### src/rtl/fetch_unit.sv
// Instruction-fetch front end: sequential PC generation, req/ack memory
// port, prefetch FIFO toward decode and redirect flush handling.
module fetch_unit #(
  parameter int unsigned      XLEN     = 32,
  parameter int unsigned      DEPTH    = 4,
  parameter logic [XLEN-1:0]  RESET_PC = '0
) (
  input  logic            clk,
  input  logic            reset,
  output logic            imem_req,
  output logic [XLEN-1:0] imem_addr,
  input  logic            imem_ack,
  input  logic [XLEN-1:0] imem_rdata,
  input  logic            redirect,
  input  logic [XLEN-1:0] redirect_pc,
  output logic            if_valid,
  output logic [XLEN-1:0] if_instr,
  output logic [XLEN-1:0] if_pc,
  input  logic            if_ready
);

  localparam int unsigned AW = $clog2(DEPTH);
  localparam logic [AW:0] FULL = (AW+1)'(DEPTH);

  typedef enum logic {RUN, DISCARD} state_e;

  typedef struct packed {
    logic [XLEN-1:0] pc;
    logic [XLEN-1:0] instr;
  } if_entry_t;

  state_e          state_q, state_d;
  logic [XLEN-1:0] fetch_pc_q, fetch_pc_d;
  logic [XLEN-1:0] disc_addr_q, disc_addr_d;
  logic [AW-1:0]   wr_ptr_q, wr_ptr_d;
  logic [AW-1:0]   rd_ptr_q, rd_ptr_d;
  logic [AW:0]     count_q, count_d;
  if_entry_t       mem_q [DEPTH];
  if_entry_t       head;
  logic            push;
  logic            pop;
  logic [XLEN-1:0] redir_pc;

  assign redir_pc = redirect_pc & ~XLEN'(3);
  assign head     = mem_q[rd_ptr_q];

  always_comb begin
    imem_req = 1'b0;
    if (!reset) begin
      imem_req = (state_q == DISCARD) || (count_q != FULL);
    end
  end

  assign imem_addr = (state_q == DISCARD) ? disc_addr_q
                                          : fetch_pc_q;

  assign if_valid = (count_q != '0);
  assign if_pc    = if_valid ? head.pc : '0;
  assign if_instr = if_valid ? head.instr : '0;

  assign pop  = if_valid & if_ready;
  assign push = imem_req & imem_ack
              & (state_q == RUN) & ~redirect;

  always_comb begin
    state_d     = state_q;
    fetch_pc_d  = fetch_pc_q;
    disc_addr_d = disc_addr_q;
    wr_ptr_d    = wr_ptr_q;
    rd_ptr_d    = rd_ptr_q;
    count_d     = count_q;

    if (pop) begin
      rd_ptr_d = rd_ptr_q + 1'b1;
    end
    if (push) begin
      wr_ptr_d   = wr_ptr_q + 1'b1;
      fetch_pc_d = fetch_pc_q + XLEN'(4);
    end
    unique case ({push, pop})
      2'b10:   count_d = count_q + 1'b1;
      2'b01:   count_d = count_q - 1'b1;
      default: count_d = count_q;
    endcase

    unique case (state_q)
      RUN: begin
        if (redirect) begin
          wr_ptr_d   = '0;
          rd_ptr_d   = '0;
          count_d    = '0;
          fetch_pc_d = redir_pc;
          // an unacked request must still be drained at its old address
          if (imem_req && !imem_ack) begin
            state_d     = DISCARD;
            disc_addr_d = fetch_pc_q;
          end
        end
      end
      DISCARD: begin
        if (redirect) begin
          fetch_pc_d = redir_pc;
        end
        if (imem_ack) begin
          state_d = RUN;
        end
      end
      default: state_d = RUN;
    endcase
  end

  always_ff @(posedge clk) begin
    if (reset) begin
      state_q     <= RUN;
      fetch_pc_q  <= RESET_PC;
      disc_addr_q <= RESET_PC;
      wr_ptr_q    <= '0;
      rd_ptr_q    <= '0;
      count_q     <= '0;
    end else begin
      state_q     <= state_d;
      fetch_pc_q  <= fetch_pc_d;
      disc_addr_q <= disc_addr_d;
      wr_ptr_q    <= wr_ptr_d;
      rd_ptr_q    <= rd_ptr_d;
      count_q     <= count_d;
    end
  end

  always_ff @(posedge clk) begin
    if (push) begin
      mem_q[wr_ptr_q] <= '{pc: fetch_pc_q, instr: imem_rdata};
    end
  end

endmodule

### config.mk
export PLATFORM = sky130hd
export DESIGN_NAME = fetch_unit
export DESIGN_NICKNAME = d
export VERILOG_FILES = /design/src/rtl/fetch_unit.sv
export SDC_FILE = /design/constraint.sdc
export NUM_CORES = 1
export LEC_CHECK = 0
export BUFFER_PORTS_ARGS = -buffer_cell sky130_fd_sc_hd__buf_4
export CAP_MARGIN = 20
export CORE_ASPECT_RATIO = 1.75
export CORE_UTILIZATION = 55
export CTS_CLUSTER_DIAMETER = 200
export DETAILED_ROUTE_END_ITERATION = 10
export GPL_TIMING_DRIVEN = 0
export PLACE_DENSITY = 0.8
export SLEW_MARGIN = 20
export SYNTH_ARGS = -nofsm -noshare
export SYNTH_HDL_FRONTEND = slang
export SYNTH_SLANG_ARGS = --single-unit
export TNS_END_PERCENT = 50
### constraint.sdc
create_clock -name clk -period 4 [get_ports clk]
set_input_delay 0.6 -clock clk [delete_from_list [all_inputs] [get_ports clk]]
set_output_delay 0.6 -clock clk [all_outputs]
set_load 0.02 [all_outputs]
==> reports/qor.csv, run 1 <==
metric,value,unit
finalSetupViolations,0,
clock_edge_transition_at_the_registers_on_the_reported_setup_and_hold_paths,0.07,ns
fp.dieArea,0.0242,mm²
total_routed_length,26800,µm
globalRoute.totalOverflow,0,
top_layer,met4,
layout.filler_cells,1683,
final_cells,1314,
wirelength_met1,10100,µm
power_after_layout,6710,µW
timing.max_slew.rel_slack,45.9,%
num_antenna_cells,0,
critical_path.reg2reg.startpoint,count_q[2],
ys_warn_count,0,
grt_antenna_before_repair,0,
antenna_left,0,
floorplan.die.width,118,µm
cts.sink_count,316,
synth-main-ff-cell,edfxtp_1,
postSynthCellCount,795,
leakagePower,0.00539,µW
post-place-cells,1265,
multi_input_comb_area,0.00389,mm²
sw_frac_of_total,20.7,%
first_pass_iters,4,
layout-drive-gt1-share,32.7,%
synth_area_per_cell,16.3,µm²
clock_insertion_delay_worst_skew,0.53,ns
timing.final.max_slew_violations,0,
hold_path.startpoint,imem_rdata[3],
ff2ff_path_depth,12,
grt_setup_unrepaired,false,
preCtsSetupSlack,0.797,ns
detailedRoute.firstIterationViolations,429,
cts_tree,yes,
wire_length_on_met2,14500,µm
power-per-cell-area,432,mW/mm²
min_to,mem_q[3][3],
criticalPathCategory,reg -> out,
synth-edff-count,248,
cts-hold-fix-buffers,0,
fin_hold_ws,0.274,ns
pwr-share-clk,39.2,%
via_per_inst,5.60,
asyncSetResetFlopFracSynth,0,%
power.sequential.fraction,54.5,%
post-dp-hpwl,17800,µm
vias,7361,
cp_max_fanout,10,
outcome,completed,
numCtsBuffers,27,
worstPathArrival,3.03,ns
fp.dieH,205,µm
ir_worst_vdd,0.381,mV
synth_seq_cells,316,
layout_setup_ws,0.373,ns
cts_root_buf,clkbuf_16,
synth.lib_cells_used.distinct,51,
track_usage,22.5,%
portBuffers,159,
start_util,55.7,%
hold_path.class,in -> reg,
worst-r2r-setup-slack,0.97,ns
synth.top_cells.by_area,"edfxtp_1 (57%), mux4_2 (11%), dfxtp_1 (11%)",
synthesis.area,0.0130,mm²
power_switching,1390,µW
floorplan.io_pins,167,
clockBufferDepth,3,
power.share.combinational,6.3,%
wl_per_cell,20.4,µm
post-cts-setup-buffers,0,
r2r-end,count_q[2],
timing.final.crit_period,3.63,ns
start_kind,flip-flop,
routed-wl-met3,1250,µm
totalNegativeSetupSlack,0,ns
synth_top_area_cell,edfxtp_1,
design.final.nets,1066,
critPathRequiredTime,3.40,ns
worst_setup_path_end_kind,output port,
grt_start_max_net_pins,47,
synth.yosys.seq_area_share,68.0,%
timing.max_cap.violations,0,
htree_levels,1,
final.period_utilization,90.7,%
placer_congestion_estimate,0.857,
count_of_instances_resized_after_the_clock_tree_is_built,0,
fin_skew,0.00920,ns
finalHoldViolations,0,
coreArea,0.0232,mm²
row_count,74,
hold-path-cell-count,1,
drcViolationCount,0,
first_global_vias,7491,
worst_slew_pin_slew,0.811,ns
ff_latch_area,0.00881,mm²
internal_power,5320,µW
synth_top_cell_area_share,57.5,%
achievable_frequency,0.276,GHz
grt_first_pass_wirelength,41300,µm
syn2layout_area_growth,20.0,%
-- cell usage after synthesis (12+ instances only) --
library cell,number
edfxtp_1,248
and2_1,68
dfxtp_1,68
mux4_2,62
nor2_1,59
mux2i_1,31
mux2_2,30
nand2_1,30
clkbuf_1,28
a211oi_1,16
xnor2_1,16
xor2_1,14
buf_2,13
nand3_1,12
-- power groups by stage --
stage          sequential, µW  clock, µW  combinational (µW)
3_3_place_gp             3720          0                 415
2_1_floorplan            3710          0                 240
5_1_grt                  3660       2790                 453
6_report                 3660       2630                 424
4_1_cts                  3660       2680                 429
3_5_place_dp             3730          0                 427
-- area by class of cell --
type,instances,share of cell area (%)
clock inverter,11,0.869
tap,304,2.45
sequential,316,56.7
clock buffer,38,4.93
timing repair buffer,163,8.29
buffer,53,1.55
inverter,10,0.241
multi-input combinational,419,25.0
-- cell usage in the layout, fill, tap and decap left out, types with 3 or more instances in the layout --
cell type	n
and2_1	64
clkbuf_8	5
dfxtp_1	68
xor2_1	14
a211oi_1	16
and4_1	6
or4_1	4
buf_1	6
edfxtp_1	248
clkinv_2	5
and3_1	4
clkbuf_16	27
and2_4	4
inv_1	10
nor2_1	59
nand2_1	30
or3_1	4
clkbuf_1	34
mux4_2	62
nand4_1	6
nor3_1	3
o21ai_0	5
nand3_1	12
ha_1	6
mux2i_1	31
a21oi_1	10
mux2_2	30
bufinv_16	3
xnor2_1	16
buf_2	13
conb_1	4
buf_4	164
nor4_1	3
-- worst max-delay path, stage by stage, from the launching register on --
cell      delay, ns
dfxtp_1        0.30
clkbuf_1       0.58
buf_1          0.68
mux4_2         0.58
and2_1         0.20
buf_4          0.16
-- stage by stage --
stage	area [µm²]	utilization, %
after global placement	14500	62.6
after floorplan	13000	-
after CTS	15500	66.9
after detailed placement	14600	63.0
final	15500	66.9
after global routing	15500	66.9
-- kinds of logic (layout without fill, tap and decap cells) --
family | count (synthesis) | count (layout) | share of synthesized area, %
other | 1 | 4 | 0.0290
buffers and inverters | 63 | 275 | 2.15
adder cells (fa/ha/maj) | 7 | 7 | 0.734
AO/OA/AOI/OAI | 44 | 44 | 2.33
XOR/XNOR | 30 | 30 | 2.03
AND/OR/NAND/NOR | 211 | 211 | 8.94
flip-flops | 316 | 316 | 68.0
multiplexers | 123 | 123 | 15.8
-- state kept, by name (all words and copies together) (netlist names) --
signal / count
count_q: 3
mem_q: 248
wr_ptr_q: 2
disc_addr_q: 30
fetch_pc_q: 30
state_q: 1
rd_ptr_q: 2
-- worst max-delay path by stage --
stage / startpoint / end / slack (ns)
finish: rd_ptr_q[0] / if_instr[27] / 0.37
CTS: rd_ptr_q[0] / if_instr[27] / 0.24
global route: rd_ptr_q[0] / if_instr[23] / 0.17
global placement: reset / mem_q[0][46] / -0.99
detailed placement: rd_ptr_q[0] / if_instr[27] / 0.80
floorplan: reset / mem_q[2][0] / 0.42
-- metal layers --
layer / up-vias / GRT usage, %
li1: 3407 / -
met1: 3665 / 26.5
met2: 234 / 41.5
met3: 55 / 2.28
met4: 0 / 9.75
met5: - / 0
No activity file was read; power rests on OpenSTA's default activity.
==> run 2: changes to the inputs <==
--- a/config.mk
+++ b/config.mk
@@ -8,11 +8,10 @@
 export BUFFER_PORTS_ARGS = -buffer_cell sky130_fd_sc_hd__buf_4
 export CAP_MARGIN = 20
 export CORE_ASPECT_RATIO = 1.75
-export CORE_UTILIZATION = 55
-export CTS_CLUSTER_DIAMETER = 200
+export CORE_UTILIZATION = 58
 export DETAILED_ROUTE_END_ITERATION = 10
 export GPL_TIMING_DRIVEN = 0
-export PLACE_DENSITY = 0.8
+export PLACE_DENSITY_LB_ADDON = 0.25
 export SLEW_MARGIN = 20
 export SYNTH_ARGS = -nofsm -noshare
 export SYNTH_HDL_FRONTEND = slang
==> run 2 against run 1 <==
Against the previous run: clock skew up 0.0032 ns; routed wire length shrank 0.67%; sequential share of layout area shrank 0.29 points; worst setup slack worse by 0.017 ns; cell count shrank 0.38%; clock-buffer cell count shrank 4; critical endpoint is now if_instr[23]; combinational power decreased by 0.9%; global-route usage rose by 1.5 points; via count increased by 0.24%; critical path depth is the same; utilization grew 4.2 points; flip-flop and latch count unchanged; critical path type unchanged.
==> reports/qor.csv, run 2 (synthesis results as in run 1) <==
metric,value,unit,change
cts-hold-fix-buffers,0,,unchanged
design.final.nets,1067,,was 1066
antenna_left,0,,unchanged
globalRoute.totalOverflow,0,,unchanged
worst-r2r-setup-slack,0.80,ns,was 0.97 ns
hold-path-cell-count,1,,unchanged
grt_start_max_net_pins,45,,was 47
final.period_utilization,91.1,%,was 90.7%
worst_setup_path_end_kind,output port,,unchanged
clockBufferDepth,3,,unchanged
via_per_inst,5.64,,was 5.60
ir_worst_vdd,0.344,mV,was 0.381 mV
min_to,mem_q[0][29],,was mem_q[3][3]
timing.max_slew.rel_slack,45.0,%,was 45.9%
layout-drive-gt1-share,32.9,%,was 32.7%
portBuffers,159,,unchanged
worst_slew_pin_slew,0.824,ns,was 0.811 ns
clock_edge_transition_at_the_registers_on_the_reported_setup_and_hold_paths,0.07,ns,about the same
cp_max_fanout,10,,unchanged
cts_root_buf,clkbuf_16,,unchanged
post-dp-hpwl,17400,µm,was 17800 µm
first_pass_iters,4,,unchanged
timing.max_cap.violations,0,,unchanged
syn2layout_area_growth,20.6,%,was 20.0%
grt_first_pass_wirelength,40900,µm,was 41300 µm
cts_tree,yes,,unchanged
hold_path.class,in -> reg,,unchanged
finalSetupViolations,0,,unchanged
timing.final.max_slew_violations,0,,unchanged
vias,7379,,was 7361
finalHoldViolations,0,,unchanged
cts.sink_count,316,,unchanged
num_antenna_cells,0,,unchanged
timing.final.crit_period,3.64,ns,was 3.63 ns
hold_path.startpoint,imem_rdata[29],,was imem_rdata[3]
fp.dieH,200,µm,was 205 µm
largest_register_ffs,248,,unchanged
coreArea,0.0220,mm²,was 0.0232 mm²
detailedRoute.firstIterationViolations,411,,was 429
highest_count_cells_in_the_layout_ignoring_fill_and_taps,"edfxtp_1 (248), buf_4 (164), dfxtp_1 (68), and2_1 (64), mux4_2 (62)",,unchanged
outcome,completed,,unchanged
fp.dieArea,0.0230,mm²,was 0.0242 mm²
registers.top_by_ff_count,mem_q,,unchanged
grt_setup_unrepaired,false,,unchanged
totalNegativeSetupSlack,0,ns,unchanged
critPathRequiredTime,3.40,ns,about the same
count_of_instances_resized_after_the_clock_tree_is_built,0,,unchanged
clock_insertion_delay_worst_skew,0.55,ns,was 0.53 ns
layout_top_registers,"mem_q (248), disc_addr_q (30), fetch_pc_q (30)",,unchanged
criticalPathCategory,reg -> out,,unchanged
final_common_cell,edfxtp_1,,unchanged
worstPathArrival,3.04,ns,was 3.03 ns
ff2ff_path_depth,12,,unchanged
wl_per_cell,20.3,µm,was 20.4 µm
start_util,58.9,%,was 55.7%
drcViolationCount,0,,unchanged
numCtsBuffers,28,,was 27
critical_path.reg2reg.startpoint,count_q[2],,unchanged
power-per-cell-area,442,mW/mm²,was 432 mW/mm²
start_kind,flip-flop,,unchanged
fin_hold_ws,0.249,ns,was 0.274 ns
post-cts-setup-buffers,0,,unchanged
grt_antenna_before_repair,0,,unchanged
track_usage,24.0,%,was 22.5%
placer_congestion_estimate,0.851,,was 0.857
achievable_frequency,0.274,GHz,was 0.276 GHz
r2r-end,count_q[2],,unchanged
final_core_utilization,71.1,%,was 66.9%
htree_levels,1,,unchanged
first_global_vias,7549,,was 7491
floorplan.io_pins,167,,unchanged
floorplan.die.width,115,µm,was 118 µm
row_count,72,,was 74
fin_skew,0.0124,ns,was 0.00920 ns
leakagePower,0.00542,µW,was 0.00539 µW
total_routed_length,26600,µm,was 26800 µm
-- run 2: cell count changes in the layout (fill, tap and decap cells not counted) --
cell,before,now
clkbuf_16,27,29
buf_16,2,4
clkinv_1,1,3
buf_12,2,0
clkinv_2,5,6
clkinv_4,1,0
clkbuf_1,34,32
inv_6,0,1
clkbuf_8,5,1
clkinvlp_4,1,3
bufinv_16,3,5
-- run 2: routing by layer --
layer / vias up / track usage, % / wire [µm]
li1: 3403 / - / -
met1: 3683 / 28.5 / 10000
met2: 249 / 44.2 / 14600
met3: 44 / 3.06 / 1330
met4: 0 / 8.18 / 657
met5: - / 0 / 0
-- run 2: worst max-delay path, cell delays in order (launching register included) --
cell and delay, ns:
dfxtp_1 0.31, clkbuf_1 0.56, buf_1 0.69, mux4_2 0.60, and2_1 0.18, buf_4 0.15
-- run 2: cell type report --
type / count / area (µm²)
repair buffers: 163 / 1300
clock inverters: 18 / 223
well taps: 296 / 370
plain buffers: 53 / 241
inverters: 10 / 37.5
multi-input cells: 419 / 3890
flip-flops and latches: 316 / 8810
clock buffers: 34 / 754
fillers: 1535 / 6360
-- run 2: metrics by stage --
stage | std cells | setup WS (ns) | instance area (µm²) | total power (µW)
after floorplan | 798 | 0.420 | 13000 | 3950
after global placement | 1253 | -0.935 | 14500 | 4140
after detailed placement | 1257 | 0.825 | 14600 | 4150
after CTS | 1309 | 0.248 | 15600 | 6960
after global routing | 1309 | 0.117 | 15600 | 7100
final | 1309 | 0.356 | 15600 | 6910
-- run 2: worst max path at each step --
| stage | end | depth (start not counted) | from |
|---|---|---|---|
| 2_1_floorplan | mem_q[2][0] | 6 | reset |
| 3_3_place_gp | mem_q[1][52] | 6 | reset |
| 3_5_place_dp | count_q[2] | 12 | reset |
| 4_1_cts | if_instr[23] | 5 | rd_ptr_q[0] |
| 5_1_grt | if_instr[27] | 5 | rd_ptr_q[0] |
| 6_report | if_instr[23] | 5 | rd_ptr_q[0] |
-- run 2: where the power goes --
group	internal [µW]	switching, µW
combinational	197	223
sequential	3600	62.4
clock	1670	1160
total	5460	1450
